## config.mk

```make
export PLATFORM = sky130hd
export DESIGN_NAME = cube_pin_decoder
export DESIGN_NICKNAME = d
export VERILOG_FILES = /design/src/rtl/cube_pkg.sv /design/src/rtl/cube_pin_sync.sv /design/src/rtl/cube_pin_decoder.sv
export SDC_FILE = /design/constraint.sdc
export NUM_CORES = 2
export LEC_CHECK = 0
export CORE_AREA = 2 2 288 290
export DETAILED_ROUTE_END_ITERATION = 10
export DIE_AREA = 0 0 290 292
export PLACE_DENSITY_LB_ADDON = 0.05
export SLEW_MARGIN = 20
export SYNTH_ARGS = -nofsm -noshare
export SYNTH_HDL_FRONTEND = slang
export SYNTH_HIERARCHICAL = 1
export SYNTH_SLANG_ARGS = --single-unit
```

## constraint.sdc

```tcl
create_clock -name Clk -period 4.2 [get_ports Clk]
set_input_delay 0.84 -clock Clk [delete_from_list [all_inputs] [get_ports Clk]]
set_output_delay 0.84 -clock Clk [all_outputs]
set_load 0.1 [all_outputs]
```

## src/rtl/cube_pkg.sv

```systemverilog
// Shared definitions for the cube pin interface: pin field positions, frame
// geometry and the decoder state encoding.
package cube_pkg;

  localparam int PIN_W      = 15;
  localparam int LAYER_LSB  = 12;
  localparam int ROW_LSB    = 9;
  localparam int STROBE_BIT = 8;
  localparam int DATA_LSB   = 0;
  localparam int FIELD_W    = 3;
  localparam int DATA_W     = 8;
  localparam int SLOT_W     = 6;
  localparam int SLOT_COUNT = 64;
  localparam int FRAME_BITS = 512;

  typedef enum logic [1:0] {
    ST_IDLE   = 2'd0,
    ST_FILL   = 2'd1,
    ST_COMMIT = 2'd2
  } dec_state_t;

  // Slot number of a {layer,row} pair; the cell index base is slot*8.
  function automatic logic [SLOT_W-1:0] pin_slot(input logic [FIELD_W-1:0] layer,
                                                 input logic [FIELD_W-1:0] row);
    return {layer, row};
  endfunction

endpackage

```

## src/rtl/cube_pin_sync.sv

```systemverilog
// Synchronizer for the whole pin bus plus a rising-edge detector on the
// synchronized latch strobe. The detector stays disarmed until the
// synchronizer chain and the history flop hold post-reset pin values, so a
// strobe already high at reset release never produces a latch event.
module cube_pin_sync
  import cube_pkg::*;
#(
  parameter int SYNC_STAGES = 2
) (
  input  logic                clk,
  input  logic                rst_n,
  input  logic [PIN_W-1:0]    pins,
  output logic [SLOT_W-1:0]   slot,
  output logic [DATA_W-1:0]   data,
  output logic                latch_evt
);

  localparam logic [2:0] PRIME_DONE = 3'(SYNC_STAGES + 1);

  logic [PIN_W-1:0] stage_r [SYNC_STAGES];
  logic             strobe_prev_r;
  logic [2:0]       prime_r;
  logic [PIN_W-1:0] sync_s;

  // Shift every pin bit through the synchronizer chain.
  always_ff @(posedge clk or negedge rst_n) begin
    if (!rst_n) begin
      for (int i = 0; i < SYNC_STAGES; i++) begin
        stage_r[i] <= {PIN_W{1'b0}};
      end
    end else begin
      stage_r[0] <= pins;
      for (int i = 1; i < SYNC_STAGES; i++) begin
        stage_r[i] <= stage_r[i-1];
      end
    end
  end

  // Track strobe history and arm the detector once the chain has filled.
  always_ff @(posedge clk or negedge rst_n) begin
    if (!rst_n) begin
      strobe_prev_r <= 1'b0;
      prime_r       <= 3'd0;
    end else begin
      strobe_prev_r <= sync_s[STROBE_BIT];
      if (prime_r != PRIME_DONE) begin
        prime_r <= prime_r + 3'd1;
      end else begin
        prime_r <= prime_r;
      end
    end
  end

  // Split the synchronized bus and flag a 0->1 strobe transition.
  always_comb begin
    sync_s    = stage_r[SYNC_STAGES-1];
    slot      = pin_slot(sync_s[LAYER_LSB +: FIELD_W], sync_s[ROW_LSB +: FIELD_W]);
    data      = sync_s[DATA_LSB +: DATA_W];
    latch_evt = (prime_r == PRIME_DONE) && sync_s[STROBE_BIT] && !strobe_prev_r;
  end

endmodule

```

## src/rtl/cube_pin_decoder.sv

```systemverilog
// Cube pin decoder: collects 64 latched row writes into a shadow frame and
// publishes the frame on Cells once every slot has been written. Partial
// frames are dropped after TIMEOUT idle cycles.
module cube_pin_decoder
  import cube_pkg::*;
#(
  parameter int SYNC_STAGES = 2,
  parameter int TIMEOUT     = 4096
) (
  input  logic                  Clk,
  input  logic                  Reset,
  input  logic [PIN_W-1:0]      Pins,
  input  logic                  ClrErr,
  output logic [FRAME_BITS-1:0] Cells,
  output logic                  FrameValid,
  output logic [15:0]           FrameCount,
  output logic                  DupErr,
  output logic                  SyncLost
);

  localparam int               IDLE_W   = $clog2(TIMEOUT + 1);
  localparam logic [IDLE_W-1:0] IDLE_MAX = IDLE_W'(TIMEOUT);

  logic [SLOT_W-1:0]     slot_s;
  logic [DATA_W-1:0]     data_s;
  logic                  latch_evt_s;
  logic [SLOT_COUNT-1:0] slot_bit_s;
  logic                  mask_full_s;
  logic                  dup_s;
  logic                  timeout_s;

  dec_state_t            state_r;
  logic [SLOT_COUNT-1:0] mask_r;
  logic [FRAME_BITS-1:0] shadow_r;
  logic [IDLE_W-1:0]     idle_r;
  logic [FRAME_BITS-1:0] cells_r;
  logic                  frame_valid_r;
  logic [15:0]           frame_count_r;
  logic                  dup_err_r;
  logic                  sync_lost_r;

  cube_pin_sync #(
    .SYNC_STAGES (SYNC_STAGES)
  ) u_pin_sync (
    .clk       (Clk),
    .rst_n     (Reset),
    .pins      (Pins),
    .slot      (slot_s),
    .data      (data_s),
    .latch_evt (latch_evt_s)
  );

  // Decode the current latch: target slot bit, frame completion, duplicate, timeout.
  always_comb begin
    slot_bit_s  = {{(SLOT_COUNT-1){1'b0}}, 1'b1} << slot_s;
    mask_full_s = &(mask_r | slot_bit_s);
    dup_s       = latch_evt_s && mask_r[slot_s];
    timeout_s   = !latch_evt_s && (idle_r == IDLE_MAX) && (mask_r != {SLOT_COUNT{1'b0}});
  end

  // Idle counter: restarts on every latch event, saturates at TIMEOUT.
  always_ff @(posedge Clk or negedge Reset) begin
    if (!Reset) begin
      idle_r <= {IDLE_W{1'b0}};
    end else if (latch_evt_s) begin
      idle_r <= {IDLE_W{1'b0}};
    end else if (idle_r != IDLE_MAX) begin
      idle_r <= idle_r + {{(IDLE_W-1){1'b0}}, 1'b1};
    end else begin
      idle_r <= idle_r;
    end
  end

  // Shadow frame: every latch event writes its row byte, duplicates included.
  always_ff @(posedge Clk or negedge Reset) begin
    if (!Reset) begin
      shadow_r <= {FRAME_BITS{1'b0}};
    end else if (latch_evt_s) begin
      shadow_r[{slot_s, 3'b000} +: DATA_W] <= data_s;
    end else begin
      shadow_r <= shadow_r;
    end
  end

  // Sticky error flags; a new error in the ClrErr cycle keeps the flag set.
  always_ff @(posedge Clk or negedge Reset) begin
    if (!Reset) begin
      dup_err_r   <= 1'b0;
      sync_lost_r <= 1'b0;
    end else begin
      dup_err_r   <= dup_s     || (dup_err_r   && !ClrErr);
      sync_lost_r <= timeout_s || (sync_lost_r && !ClrErr);
    end
  end

  // Frame FSM: mask tracking, commit of the shadow frame and frame counting.
  // The mask is cleared on the edge that fills it, so a latch in the COMMIT
  // cycle already lands in an empty mask and opens the next frame.
  always_ff @(posedge Clk or negedge Reset) begin
    if (!Reset) begin
      state_r       <= ST_IDLE;
      mask_r        <= {SLOT_COUNT{1'b0}};
      cells_r       <= {FRAME_BITS{1'b0}};
      frame_valid_r <= 1'b0;
      frame_count_r <= 16'd0;
    end else begin
      frame_valid_r <= 1'b0;
      case (state_r)
        ST_IDLE: begin
          if (latch_evt_s) begin
            mask_r  <= slot_bit_s;
            state_r <= ST_FILL;
          end else begin
            state_r <= ST_IDLE;
          end
        end
        ST_FILL: begin
          if (latch_evt_s && mask_full_s) begin
            mask_r  <= {SLOT_COUNT{1'b0}};
            state_r <= ST_COMMIT;
          end else if (latch_evt_s) begin
            mask_r  <= mask_r | slot_bit_s;
            state_r <= ST_FILL;
          end else if (timeout_s) begin
            mask_r  <= {SLOT_COUNT{1'b0}};
            state_r <= ST_IDLE;
          end else begin
            state_r <= ST_FILL;
          end
        end
        ST_COMMIT: begin
          cells_r       <= shadow_r;
          frame_valid_r <= 1'b1;
          frame_count_r <= frame_count_r + 16'd1;
          if (latch_evt_s) begin
            mask_r  <= slot_bit_s;
            state_r <= ST_FILL;
          end else begin
            state_r <= ST_IDLE;
          end
        end
        default: begin
          mask_r  <= {SLOT_COUNT{1'b0}};
          state_r <= ST_IDLE;
        end
      endcase
    end
  end

  assign Cells      = cells_r;
  assign FrameValid = frame_valid_r;
  assign FrameCount = frame_count_r;
  assign DupErr     = dup_err_r;
  assign SyncLost   = sync_lost_r;

endmodule

```

==> results.py <==
metrics = {
    "sta": {
        "setup_viol": 0,
        "finalSetupTns_ns": 0,
        "max_freq_ghz": 0.260,
        "worst_pin_slew_ns": 1.19,
        "fin_crit_sh_pct": 91.7,
        "finalHoldViolCount": 0,
        "period_minus_slack_ns": 3.85,
        "finClkSkew_ns": 0.0230,
        "finalMaxSlewViolations": 0,
        "rsz0062_at_grt": "false",
        "relSlewSlack_pct": 20.6,
    },
    "die": {
        "die_x_um": 290,
        "core_um2": 81600,
        "rows": 105,
        "initial_utilization_pct": 55.6,
        "io_pins": 549,
        "fp.dieH_um": 292,
        "die-area_um2": 84700,
    },
    "synth": {
        "synthesis.area_um2": 45400,
        "synth.net_count": 4257,
        "synth_cell_types": 60,
        "synthCells": 4228,
        "syn_area_per_cell_um2": 10.7,
        "yosysTopAreaCellShare_pct": 63.8,
        "synth-seq-cells": 1156,
        "synth_edf_count": 0,
        "synthArstFlopShare_pct": 100,
        "yosysWarnings": 6,
        "netlist_top_cells_count": "1,813 x nand2_1, 1,156 x dfrtp_1, 328 x mux2_2",
        "synthTopCellsByArea": "dfrtp_1 64%, nand2_1 15%, mux2_2 8.1%",
        "synthMostInstantiatedCell": "nand2_1",
        "ys.flop_type": "dfrtp_1",
        "yosysTopAreaCell": "dfrtp_1",
        "ys_seq_area_share_pct": 63.8,
    },
    "grt": {
        "grt_pass1_wl_um": 216000,
        "grt_pass1_vias": 33200,
        "grt_usage_pct": 34.0,
        "overflow": 0,
        "grt_max_degree": 223,
        "antenna_found_initial": 7,
    },
    "setup_path": {
        "worstSetupPathType": "flip-flop to flip-flop",
        "endpoint_kind": "flip-flop",
        "critPathMaxFanout": 18,
        "ff2ff_setup_slack_ns": 0.35,
        "worst_ep_arrival_time_ns": 4.40,
        "worstPathRequired_ns": 4.75,
        "start_kind": "flip-flop",
    },
    "clocking": {
        "root_buffer": "clkbuf_16",
        "cts_setup_buffers": 0,
        "cts_hold_buf": 0,
        "numCtsBuffers": 115,
        "cts_tree": "yes",
        "clock_latency_ns": 0.68,
        "path_clk_slew_ns": 0.06,
        "cts-resized-gates": 0,
        "cts_max_level": 3,
        "clockBufferDepth": 3,
        "cts.sinks": 1156,
    },
    "place": {
        "place_congestion": 0.941,
        "dp_hpwl_um": 97600,
        "port_buffers": 548,
    },
    "detailed_routing": {
        "via_per_inst": 5.67,
        "dr.pass1.iters": 8,
        "wl_per_cell_um": 24.1,
        "drc": 0,
        "wl_um": 143000,
        "drtAntennaViolNets": 0,
        "vias": 33600,
        "drt_first_iter_violations": 3512,
    },
    "power": {
        "p_leak_nw": 28.1,
        "power_density_nw_per_um2": 413,
        "ir_worst_vdd_mv": 0.398,
    },
    "hold_path": {
        "holdCritPathClass": "input port to async pin",
    },
    "run": {
        "maxCapViolCount": 0,
    },
    "outcome": {
        "status": "completed",
    },
    "finish": {
        "syn_to_final_growth_pct": 23.7,
        "fillerInstances": 6277,
        "fin_util_pct": 68.7,
        "nNetsFinal": 4790,
        "drive_gt1_share_pct": 14.7,
        "antennaDiodeCount": 0,
    },
}
[placed cells by master (no fill, tap or decap), types with 30 or more instances in the layout]
master and count:
o21ai_0 109, nand3_1 52, clkbuf_16 116, nor2_1 80
mux2_2 328, o31ai_1 64, nand2_1 1813, a32o_1 62
buf_4 105, dfrtp_1 1147, clkdlybuf4s50_1 539, clkbuf_8 30
[path summary, 6_finish.rpt]
| path | endpoint | cells past startpoint | from |
|---|---|---|---|
| max in group asynchronous | shadow_r[373] | 2 | Reset |
| worst min register to register | u_pin_sync/sync_s[0] | 0 | u_pin_sync/stage_r[15] |
| worst max-delay path | shadow_r[168] | 7 | u_pin_sync/sync_s[12] |
| min in group Clk | u_pin_sync/sync_s[0] | 0 | u_pin_sync/stage_r[15] |
| worst max register to register | shadow_r[168] | 7 | u_pin_sync/sync_s[12] |
| worst min-delay path | Cells[5] | 1 | Reset |
[cell families (layout without fill, tap and decap cells)]
family | count (synthesis) | in the layout | share of synthesized area (%)
buf+inv | 266 | 891 | 2.55
xor+xnor | 30 | 30 | 0.579
fa+ha+maj | 11 | 11 | 0.303
flops | 1156 | 1156 | 63.8
compound gates | 312 | 312 | 4.89
simple gates | 2093 | 2093 | 18.5
mux | 360 | 360 | 9.46
[registers in the layout, indices dropped and copies added (netlist names)]
name,cells
state_r,2
SyncLost,1
u_pin_sync/sync_s,15
idle_r,13
Cells,512
shadow_r,512
mask_r,64
FrameValid,1
DupErr,1
u_pin_sync/prime_r,3
FrameCount,16
u_pin_sync/stage_r,15
u_pin_sync/strobe_prev_r,1
[final cells by class]
class / count / area [µm²] / area share [%]
inverter: 13 / 56.3 / 0.100
sequential: 1156 / 28900 / 51.6
clock buffer: 171 / 3410 / 6.08
clock inverter: 38 / 407 / 0.725
timing repair buffer: 669 / 6600 / 11.8
multi-input combinational: 2806 / 15300 / 27.3
tap: 1070 / 1340 / 2.39
[power by group]
group / total, mW / switching, mW / internal [mW] / leakage [nW]
Clock: 10.3 / 4.36 / 5.97 / 1.89
Combinational: 1.10 / 0.699 / 0.404 / 10.2
Sequential: 11.7 / 0.271 / 11.4 / 16.0
Total: 23.1 / 5.33 / 17.8 / 28.1
[per-stage QoR]
stage | cells | hold slack, ns | power, mW | setup WS, ns | instance area [µm²]
after floorplan | 4228 | 0.331 | 12.4 | 0.729 | 45400
after global placement | 5714 | 0.334 | 13.0 | 0.522 | 52300
after detailed placement | 5714 | 0.335 | 13.0 | 0.506 | 52300
after CTS | 5923 | 0.221 | 23.2 | 0.499 | 56100
after global routing | 5923 | 0.222 | 23.8 | 0.135 | 56100
final | 5923 | 0.173 | 23.1 | 0.350 | 56100
[critical path: stages (launching register included)]
cell and delay [ns]:
dfrtp_1 0.66, nor2_2 0.66, nand2_1 0.20, xor2_1 0.29, nand3_1 0.22, nor2_1 0.69
nand2_1 0.54, o41ai_1 0.43
[metal layers]
layer  global-route usage, %  share of wire (%)  up-vias
met5                       0                  0        -
met2                    52.8                 46     1353
met3                    7.75                8.5      285
li1                        -                  -    15000
met1                    47.6                 42    17000
met4                    11.7                3.6        0
Power figures use the tool's default switching activity.
